[src/rtl/uart_tx_fifo_pkg.sv]
// Shared UART transmit definitions: frame levels, bit counts and the
// serializer state encoding used by the FIFO-backed transmitter.
package uart_tx_fifo_pkg;

    localparam int DATA_BITS = 8;
    localparam int BIT_IDX_W = $clog2(DATA_BITS);

    localparam logic START_LEVEL = 1'b0;
    localparam logic STOP_LEVEL  = 1'b1;
    localparam logic IDLE_LEVEL  = 1'b1;

    typedef enum logic [1:0] {
        ST_IDLE  = 2'd0,
        ST_START = 2'd1,
        ST_DATA  = 2'd2,
        ST_STOP  = 2'd3
    } tx_state_t;

    // Occupancy counters need one extra bit so that "completely full" is representable.
    function automatic int count_width(input int depth);
        return $clog2(depth) + 1;
    endfunction

endpackage

[src/rtl/uart_tx_fifo_if.sv]
// Byte-push side and line/status side of the FIFO-backed UART transmitter.
// The producer uses the master modport; the transmitter uses slave.
interface uart_tx_fifo_if
    import uart_tx_fifo_pkg::*;
#(
    parameter int DEPTH = 16
) ();

    logic [DATA_BITS-1:0]          data;
    logic                          data_strobe;
    logic                          ready;
    logic                          serial;
    logic                          busy;
    logic [count_width(DEPTH)-1:0] count;
    logic                          overflow;

    modport master (
        output data, data_strobe,
        input  ready, serial, busy, count, overflow
    );

    modport slave (
        input  data, data_strobe,
        output ready, serial, busy, count, overflow
    );

endinterface

[src/rtl/uart_tx_fifo_fifo_sync.sv]
// Single-clock FIFO with registered occupancy count. A push while full is
// ignored even when a pop happens in the same cycle, so the caller can treat
// "full" as a hard reject. Depth must be a power of two so the pointers wrap
// naturally.
module fifo_sync #(
    parameter int WIDTH = 8,
    parameter int DEPTH = 16
) (
    input  logic                       clk,
    input  logic                       reset,
    input  logic                       push,
    input  logic                       pop,
    input  logic [WIDTH-1:0]           wr_data,
    output logic [WIDTH-1:0]           rd_data,
    output logic                       full,
    output logic                       empty,
    output logic [$clog2(DEPTH):0]     count
);

    localparam int AW = $clog2(DEPTH);

    logic [WIDTH-1:0] mem [DEPTH];
    logic [AW-1:0]    wr_ptr;
    logic [AW-1:0]    rd_ptr;
    logic             do_push;
    logic             do_pop;

    assign full    = (count == (AW + 1)'(DEPTH));
    assign empty   = (count == '0);
    assign do_push = push && !full;
    assign do_pop  = pop && !empty;
    assign rd_data = mem[rd_ptr];

    // Storage array is not reset; emptiness is tracked by pointers and count alone.
    always_ff @(posedge clk) begin
        if (do_push) begin
            mem[wr_ptr] <= wr_data;
        end
    end

    // Pointers and occupancy; a simultaneous push and pop leaves the count unchanged.
    always_ff @(posedge clk) begin
        if (reset) begin
            wr_ptr <= '0;
            rd_ptr <= '0;
            count  <= '0;
        end else begin
            if (do_push) begin
                wr_ptr <= wr_ptr + AW'(1);
            end
            if (do_pop) begin
                rd_ptr <= rd_ptr + AW'(1);
            end
            case ({do_push, do_pop})
                2'b10:   count <= count + (AW + 1)'(1);
                2'b01:   count <= count - (AW + 1)'(1);
                default: count <= count;
            endcase
        end
    end

endmodule

[src/rtl/uart_tx_fifo.sv]
// FIFO-backed 8N1 UART transmitter. Bytes are queued through the bus, and the
// serializer pops them one at a time, advancing only on baud_x1 strobes
// supplied by an external divider. Back-to-back frames run with no idle gap.
module uart_tx_fifo
    import uart_tx_fifo_pkg::*;
#(
    parameter int DEPTH = 16
) (
    input  logic          mclk,
    input  logic          reset,
    input  logic          baud_x1,
    uart_tx_fifo_if.slave bus
);

    localparam int CW = count_width(DEPTH);

    tx_state_t            state;
    tx_state_t            state_next;
    logic [BIT_IDX_W-1:0] bit_idx;
    logic [BIT_IDX_W-1:0] bit_idx_next;
    logic [DATA_BITS-1:0] shift;
    logic [DATA_BITS-1:0] shift_next;
    logic                 serial_q;
    logic                 serial_next;
    logic                 overflow_q;

    logic                 pop;
    logic [DATA_BITS-1:0] head;
    logic                 full;
    logic                 empty;
    logic [CW-1:0]        fifo_count;

    fifo_sync #(
        .WIDTH (DATA_BITS),
        .DEPTH (DEPTH)
    ) u_fifo (
        .clk     (mclk),
        .reset   (reset),
        .push    (bus.data_strobe),
        .pop     (pop),
        .wr_data (bus.data),
        .rd_data (head),
        .full    (full),
        .empty   (empty),
        .count   (fifo_count)
    );

    assign bus.ready    = !full;
    assign bus.serial   = serial_q;
    assign bus.busy     = (state != ST_IDLE);
    assign bus.count    = fifo_count;
    assign bus.overflow = overflow_q;

    // Sticky record that a byte was rejected because the queue was full.
    always_ff @(posedge mclk) begin
        if (reset) begin
            overflow_q <= 1'b0;
        end else if (bus.data_strobe && full) begin
            overflow_q <= 1'b1;
        end
    end

    // Serializer registers; the line itself is registered so it never glitches.
    always_ff @(posedge mclk) begin
        if (reset) begin
            state    <= ST_IDLE;
            bit_idx  <= '0;
            shift    <= '0;
            serial_q <= IDLE_LEVEL;
        end else begin
            state    <= state_next;
            bit_idx  <= bit_idx_next;
            shift    <= shift_next;
            serial_q <= serial_next;
        end
    end

    // Frame sequencing: every move happens on a baud strobe, and STOP chains straight into the next START.
    always_comb begin
        state_next   = state;
        bit_idx_next = bit_idx;
        shift_next   = shift;
        serial_next  = serial_q;
        pop          = 1'b0;

        unique case (state)
            ST_IDLE: begin
                serial_next = IDLE_LEVEL;
                if (baud_x1 && !empty) begin
                    pop         = 1'b1;
                    shift_next  = head;
                    state_next  = ST_START;
                    serial_next = START_LEVEL;
                end
            end
            ST_START: begin
                if (baud_x1) begin
                    state_next   = ST_DATA;
                    bit_idx_next = '0;
                    serial_next  = shift[0];
                end
            end
            ST_DATA: begin
                if (baud_x1) begin
                    if (bit_idx == BIT_IDX_W'(DATA_BITS - 1)) begin
                        state_next  = ST_STOP;
                        serial_next = STOP_LEVEL;
                    end else begin
                        bit_idx_next = bit_idx + BIT_IDX_W'(1);
                        serial_next  = shift[bit_idx_next];
                    end
                end
            end
            ST_STOP: begin
                if (baud_x1) begin
                    if (!empty) begin
                        pop         = 1'b1;
                        shift_next  = head;
                        state_next  = ST_START;
                        serial_next = START_LEVEL;
                    end else begin
                        state_next  = ST_IDLE;
                        serial_next = IDLE_LEVEL;
                    end
                end
            end
            default: begin
                state_next  = ST_IDLE;
                serial_next = IDLE_LEVEL;
            end
        endcase
    end

endmodule

[src/flat_wrapper.sv]
// flat-port wrapper written by rule: the top's interface ports become plain ports
module uart_tx_fifo_flat import uart_tx_fifo_pkg::*;
#(
    parameter int DEPTH = 16
)
  (mclk, reset, baud_x1, bus_data, bus_data_strobe, bus_ready, bus_serial, bus_busy, bus_count, bus_overflow);
  uart_tx_fifo_if #(.DEPTH(DEPTH)) bus_i ();
  input  logic mclk;
  input  logic reset;
  input  logic baud_x1;
  input wire logic [$bits(bus_i.data)-1:0] bus_data;
  input wire logic [$bits(bus_i.data_strobe)-1:0] bus_data_strobe;
  output wire logic [$bits(bus_i.ready)-1:0] bus_ready;
  output wire logic [$bits(bus_i.serial)-1:0] bus_serial;
  output wire logic [$bits(bus_i.busy)-1:0] bus_busy;
  output wire logic [$bits(bus_i.count)-1:0] bus_count;
  output wire logic [$bits(bus_i.overflow)-1:0] bus_overflow;
  assign bus_i.data = bus_data;
  assign bus_i.data_strobe = bus_data_strobe;
  assign bus_ready = bus_i.ready;
  assign bus_serial = bus_i.serial;
  assign bus_busy = bus_i.busy;
  assign bus_count = bus_i.count;
  assign bus_overflow = bus_i.overflow;
  uart_tx_fifo #(.DEPTH(DEPTH)) u_core (.mclk(mclk), .reset(reset), .baud_x1(baud_x1), .bus(bus_i));
endmodule
[config.mk]
export PLATFORM = sky130hd
export DESIGN_NAME = uart_tx_fifo_flat
export DESIGN_NICKNAME = d
export VERILOG_FILES = /design/src/rtl/uart_tx_fifo_pkg.sv /design/src/rtl/uart_tx_fifo_if.sv /design/src/rtl/uart_tx_fifo_fifo_sync.sv /design/src/rtl/uart_tx_fifo.sv /design/src/flat_wrapper.sv
export SDC_FILE = /design/constraint.sdc
export NUM_CORES = 1
export LEC_CHECK = 0
export ABC_AREA = 1
export CORE_ASPECT_RATIO = 1.2
export CORE_UTILIZATION = 65
export CTS_CLUSTER_DIAMETER = 40
export DETAILED_ROUTE_END_ITERATION = 7
export PLACE_DENSITY = 0.84
export SETUP_SLACK_MARGIN = 0.02
export SYNTH_ARGS = -nofsm -noshare
export SYNTH_HDL_FRONTEND = slang
export SYNTH_SLANG_ARGS = --single-unit
[constraint.sdc]
create_clock -name mclk -period 4.82 [get_ports mclk]
set_input_delay 1.205 -clock mclk [delete_from_list [all_inputs] [get_ports mclk]]
set_output_delay 1.205 -clock mclk [all_outputs]
set_load 0.03 [all_outputs]
* Word-level counts from Yosys, hierarchy flattened
Memory sizes are Yosys's and may differ from the RTL's. A register that Yosys moved wholly into a read port is not among the register bits. Index checks and enable logic that the tools add are counted.
Storage, ports and cells: word-level logic and storage cells 78, memories kept 1, bits in writable memories 128, flip-flop bits (word level) 28, output and inout port bits 9, bits in latches 0, memory bits (read-only) 0, input port bits 12
Memories:
- u_core.u_fifo.mem | depth 16, width 8, rd ports 1, clocked after Yosys merged registers in 1, wr ports 1, line uart_tx_fifo_fifo_sync.sv:22 | logic [WIDTH-1:0] mem [DEPTH];
Operators by class: reduce and logical (&&, ||, !) cells 16, magnitude comparators 1, multiplexer cells 33, bitwise logic cells 0, add/sub/neg operators 5, shift operators 0, divide/modulo/power cells 0, equal/unequal tests 14, multipliers 0
Operators with widths (number):
- 8-bit 2-to-1 mux | 3
- 8-bit case mux with 2 select lines | 1
- 1-bit 2-to-1 mux | 13
- 2-bit 2-to-1 mux | 5
- 2-bit inequality test (second input constant) | 5
- 5-bit case mux with 2 select lines | 1
- 3-bit 2-to-1 mux | 3
- 4-bit by 1-bit adder with 4-bit output (second input constant) | 2
- 4-bit 2-to-1 mux | 2
- 2-bit case mux with 4 select lines | 1
- 4-bit AND reduction | 2
- 2-bit nonzero test | 4
- 2-bit equality test (second input constant) | 3
- 3-bit case mux with 2 select lines | 1
- 5-bit by 1-bit adder with 5-bit output (second input constant) | 1
- 5-bit equality test (second input constant) | 1
- 5-bit logical NOT | 1
- 5-bit AND reduction | 1
- 5-bit by 1-bit subtractor with 5-bit output (second input constant) | 1
- 2-bit by 1-bit equality test with 1-bit output (second input constant) | 2
- 1-bit logical AND | 4
- 3-bit by 4-bit less-than comparator with 1-bit output (second input constant) | 1
- 2-bit by 1-bit inequality test with 1-bit output (second input constant) | 2
- 1-bit case mux with 4 select lines | 1
- 7 further kinds | 8

* Logic depth before layout (Yosys ltp)
depth in word-level cells 8, depth in mapped cells 16, mapped depth without buffers 16

* Hierarchy
From an unflattened synthesis, not the netlist that was laid out.
Second synthesis, totals: cells, all modules 593, area total of the unflattened synthesis 6897.9 µm²
By module, submodules not included:
- fifo_sync | sequential area each 4184.0 µm², instances 1, cells an instance 478, area an instance 6095.8 µm²
- uart_tx_fifo | sequential area each 300.3 µm², instances 1, cells an instance 115, area an instance 802.0 µm²

* Worst setup path after synthesis
Ideal clock, no wire load.
path type in2reg, start in baud_x1, end reg u_core.u_fifo.count[4], stages on the path 13, required time 4.753 ns, arrival 2.421 ns, setup time 0.067 ns, buffers on the path 0, path slack 2.331 ns, cell sequence nand2_4 nor2_8 ha_1 xor2_1 ha_1 inv_1 nand2_2 nand2_2 nand2_1 nand2_1 nand2_1 nand2_1 a21oi_2
On the way: longest elaborated chain between the ends 6, elaborated cells between the ends (all ways) 9, classes of those cells 2 x eq/ne; 4 x mux; 3 x reduce/logical
Ends and longest elaborated chain:
- from (decl) | line flat_wrapper.sv:10 | input logic baud_x1;
- 1-bit logical AND | line uart_tx_fifo.sv:89 | if (baud_x1 && !empty) begin
- 1-bit 2-to-1 mux | line uart_tx_fifo.sv:89
- 1-bit case mux with 2 select lines (*) | line uart_tx_fifo.sv:86 | unique case (state)
- 1-bit logical AND (*) | line uart_tx_fifo_fifo_sync.sv:31 | assign do_pop = pop && !empty;
- via u_core.u_fifo.do_pop | line uart_tx_fifo_fifo_sync.sv:26 | logic do_pop;
- 2-bit by 1-bit equality test with 1-bit output / 2-bit equality test (equally long branches) | line uart_tx_fifo_fifo_sync.sv:54 | case ({do_push, do_pop})
- 5-bit case mux with 2 select lines / 2-bit nonzero test (equally long branches)
- to (signal assigned) | line uart_tx_fifo_fifo_sync.sv:55 | 2'b10: count <= count + (AW + 1)'(1);
- to (signal assigned) | line uart_tx_fifo_fifo_sync.sv:56 | 2'b01: count <= count - (AW + 1)'(1);
- to (signal assigned) | line uart_tx_fifo_fifo_sync.sv:57 | default: count <= count;
- to (decl) | line uart_tx_fifo_fifo_sync.sv:17 | output logic [$clog2(DEPTH):0] count
Mark *: on every way through the listed nets, which the timed path passes. The rest lies on a longest branch. A chain may end at the register's enable or synchronous reset.

* Final worst setup path
start reg u_core.state[0], end out bus_busy
On the way: longest elaborated chain between the ends 1
Ends and longest elaborated chain:
- from (decl) | line uart_tx_fifo.sv:17 | tx_state_t state;
- from (signal assigned) | line uart_tx_fifo.sv:71 | state <= state_next;
- 2-bit nonzero test | line uart_tx_fifo.sv:50 | assign bus.busy = (state != ST_IDLE);
- to (decl) | line flat_wrapper.sv:15 | output wire logic [$bits(bus_i.busy)-1:0] bus_busy;
Every way passes these cells.

==> reports/results.ini <==
[min_path]
hold_end=u_core.bus.overflow
min_path_type=flip-flop to flip-flop
whs_path_depth=2
hold_start=u_core.bus.overflow

[cts]
cts_made_buffers=17
cts_setup_buffers=0
cts_root_buf=clkbuf_16
cts_resized=0
ctsHoldBuffers=0
clkTransAtPathRegs_ns=0.07
clockBufferDepth=2
htreeDepth=4
clk-insertion-delay-late_ns=0.43
cts_tree=done
cts.sinks=160

[logic_synthesis]
syn_inst=574
synth.most_common_cell=edfxtp_1
synthDistinctLibCells=35
synth_common_cells=edfxtp_1 (128), nor2_1 (77), o21ai_0 (51), inv_1 (46), nand2_1 (43)
synth_seq_area_share_pct=66.3
synth-edff-count=128
synthTopCellsByArea=edfxtp_1 (57%), dfxtp_1 (9.5%), nor2_1 (4.3%), o21ai_0 (3.8%), mux2i_1 (3.4%)
avgSynthCellArea_um2=11.8
ys_warn_count=0
synth_top_cell_area_share_pct=56.9
synth_top_cell_by_area=edfxtp_1
synth-async-reset-ratio_pct=0
netlist_area_um2=6760
synth_fp_nets=601
synth_seq_cells=160
synth_ff_type=edfxtp_1

[pwr]
leakage_nw=2.72
p_total_mw=4.34
powerDensity_nw_per_um2=566
ir_worst_vdd_mv=0.395

[final_layout]
fill_cells=612
nets=617
final_design_area_no_fill_um2=7670
drive_gt1_share_pct=8.79
area_growth_pct=13.5
fin_util_pct=76.2
diodes=0
multiInputGateArea_um2=1970
regArea_um2=4490

[timing]
fmax_mhz=320
tightest_slew_ns=0.915
maxSlewHeadroom_pct=38.8
maxSlewViolCount=0
hold_viol=0
min_period_ns=3.12
fin_skew_ns=0.0131
whs_ns=0.454
finalCritPeriodShare_pct=64.8
setup_viol=0
tns_ns=0
rsz0062_at_grt=false

[setup_path]
cp_slowest_cell=clkdlybuf4s50_1
crit_cells=4
required_ns=3.62
end_kind=output pin
crit_top_cell=inv_1
startpoint_type=flip-flop
critPathKind=flip-flop to output pin
critPathBufInv=3
r2r_end=u_core.shift[0]
critPathArrivalTime_ns=1.92
crit_chain=inv_1 > ha_1 > inv_1 > clkdlybuf4s50_1
ff2ff_setup_slack_ns=2.22
crit_family=buffers and inverters
path_max_fanout=5
ff2ff_path_depth=7
slowest_delay_ns=0.65

[die]
start_util_pct=67.2
core-area_um2=10100
fp.dieH_um=114
die-area_um2=10800
die_x_um=95.1
ioPinCount=21
placementRows=40

[route]
num_vias=4462
remaining_drc_errors=0
ant_nets=0
drt_iter0_drc=379
first_pass_iters=5
avgRoutedWirePerCell_um=19.2
post_drt_via_cell_ratio=6.12
finalWirelength_um=14000

[outcome]
status=complete, no violations

[place]
io_buffers=20
hpwlAfterDp_um=8860
gp_congestion=0.899
placed_area_um2=7030

[run]
max_cap_violations=0

[global_routing]
grt.total_usage_pct=28.5
antenna_found_initial=0
grt-ovfl-total=0
grt_pass1_wl_um=22000
grt_pass1_vias=4373
grt_max_degree=65

==> routing by layer <==
metal	share of wire (%)	track usage (%)	wire length (um)
met3	7.1	7.27	989
met4	3.2	14.2	448
met1	38	34.2	5360
met2	51	47.4	7200
met5	0	0	0
==> report_power, final <==
group / internal (mW) / switching (mW)
sequential: 1.59 / 0.123
clock: 0.864 / 0.551
combinational: 0.426 / 0.784
==> cells in the final DEF (no fill, tap or decap), drive strengths merged <==
master         count
a21oi             29
a31o               1
and3               1
buf                4
bufinv             2
clkbuf            21
clkdlybuf4s50     20
clkinv             3
clkinvlp           2
dfxtp             32
edfxtp           128
ha                15
inv               54
mux2i             23
nand2             48
nand3             19
nand3b             1
nand4              3
nor2              80
nor3               2
o211ai            20
o21a               1
o21ai             63
o221ai            16
o22ai              9
or2                1
xnor2              1
xor2               4
==> worst register-to-register path: cells and delay by family, from the launching register on <==
kind	cells	cell delay, ns
and+or+nand+nor	1	0.12
buffers and inverters	2	0.63
DFF	1	0.92
AOI/OAI and AO/OA	4	0.83
==> sequential cells by signal, summed over array words and instances, names as in the netlist, named ones only <==
| name | cells |
|---|---|
| u_core.u_fifo.mem | 128 |
| u_core.shift | 8 |
| u_core.u_fifo.count | 5 |
| u_core.u_fifo.rd_ptr | 4 |
| u_core.u_fifo.wr_ptr | 4 |
| u_core.bit_idx | 3 |
| u_core.state | 2 |
| u_core.bus.overflow | 1 |
| u_core.bus.serial | 1 |
==> worst max-delay path by stage <==
stage	from	end	slack [ns]
floorplan	baud_x1	u_core.u_fifo.count[4]	2.33
global placement	bus_data_strobe	u_core.u_fifo.mem[3][0]	1.67
detailed placement	bus_data_strobe	u_core.u_fifo.mem[3][5]	1.58
CTS	u_core.state[0]	bus_busy	1.68
global route	u_core.state[0]	bus_busy	1.58
finish	u_core.state[0]	bus_busy	1.70
==> logic make-up (layout without fill, tap and decap cells) <==
group | Yosys count | after routing | synth area share, %
multiplexers | 23 | 23 | 3.41
AND/OR/NAND/NOR | 155 | 155 | 10.0
flip-flops | 160 | 160 | 66.3
buffers and inverters | 77 | 106 | 4.55
AO/OA/AOI/OAI | 139 | 139 | 12.2
XOR/XNOR | 5 | 5 | 0.648
adder cells (fa/ha/maj) | 15 | 15 | 2.78
==> per-stage QoR <==
| stage | cells | setup slack [ns] |
|---|---|---|
| global placement | 697 | 1.67 |
| CTS | 729 | 1.68 |
| finish | 729 | 1.70 |
| global route | 729 | 1.58 |
| detailed placement | 697 | 1.58 |
| floorplan | 574 | 2.33 |
==> layout make-up <==
cell class / count / share of cell area, %
clock buffer: 21 / 6.56
sequential: 160 / 58.5
tap: 126 / 2.06
timing repair buffer: 24 / 3.00
clock inverter: 11 / 1.79
inverter: 50 / 2.45
multi-input combinational: 337 / 25.6
No activity file was read; power rests on OpenSTA's default activity.
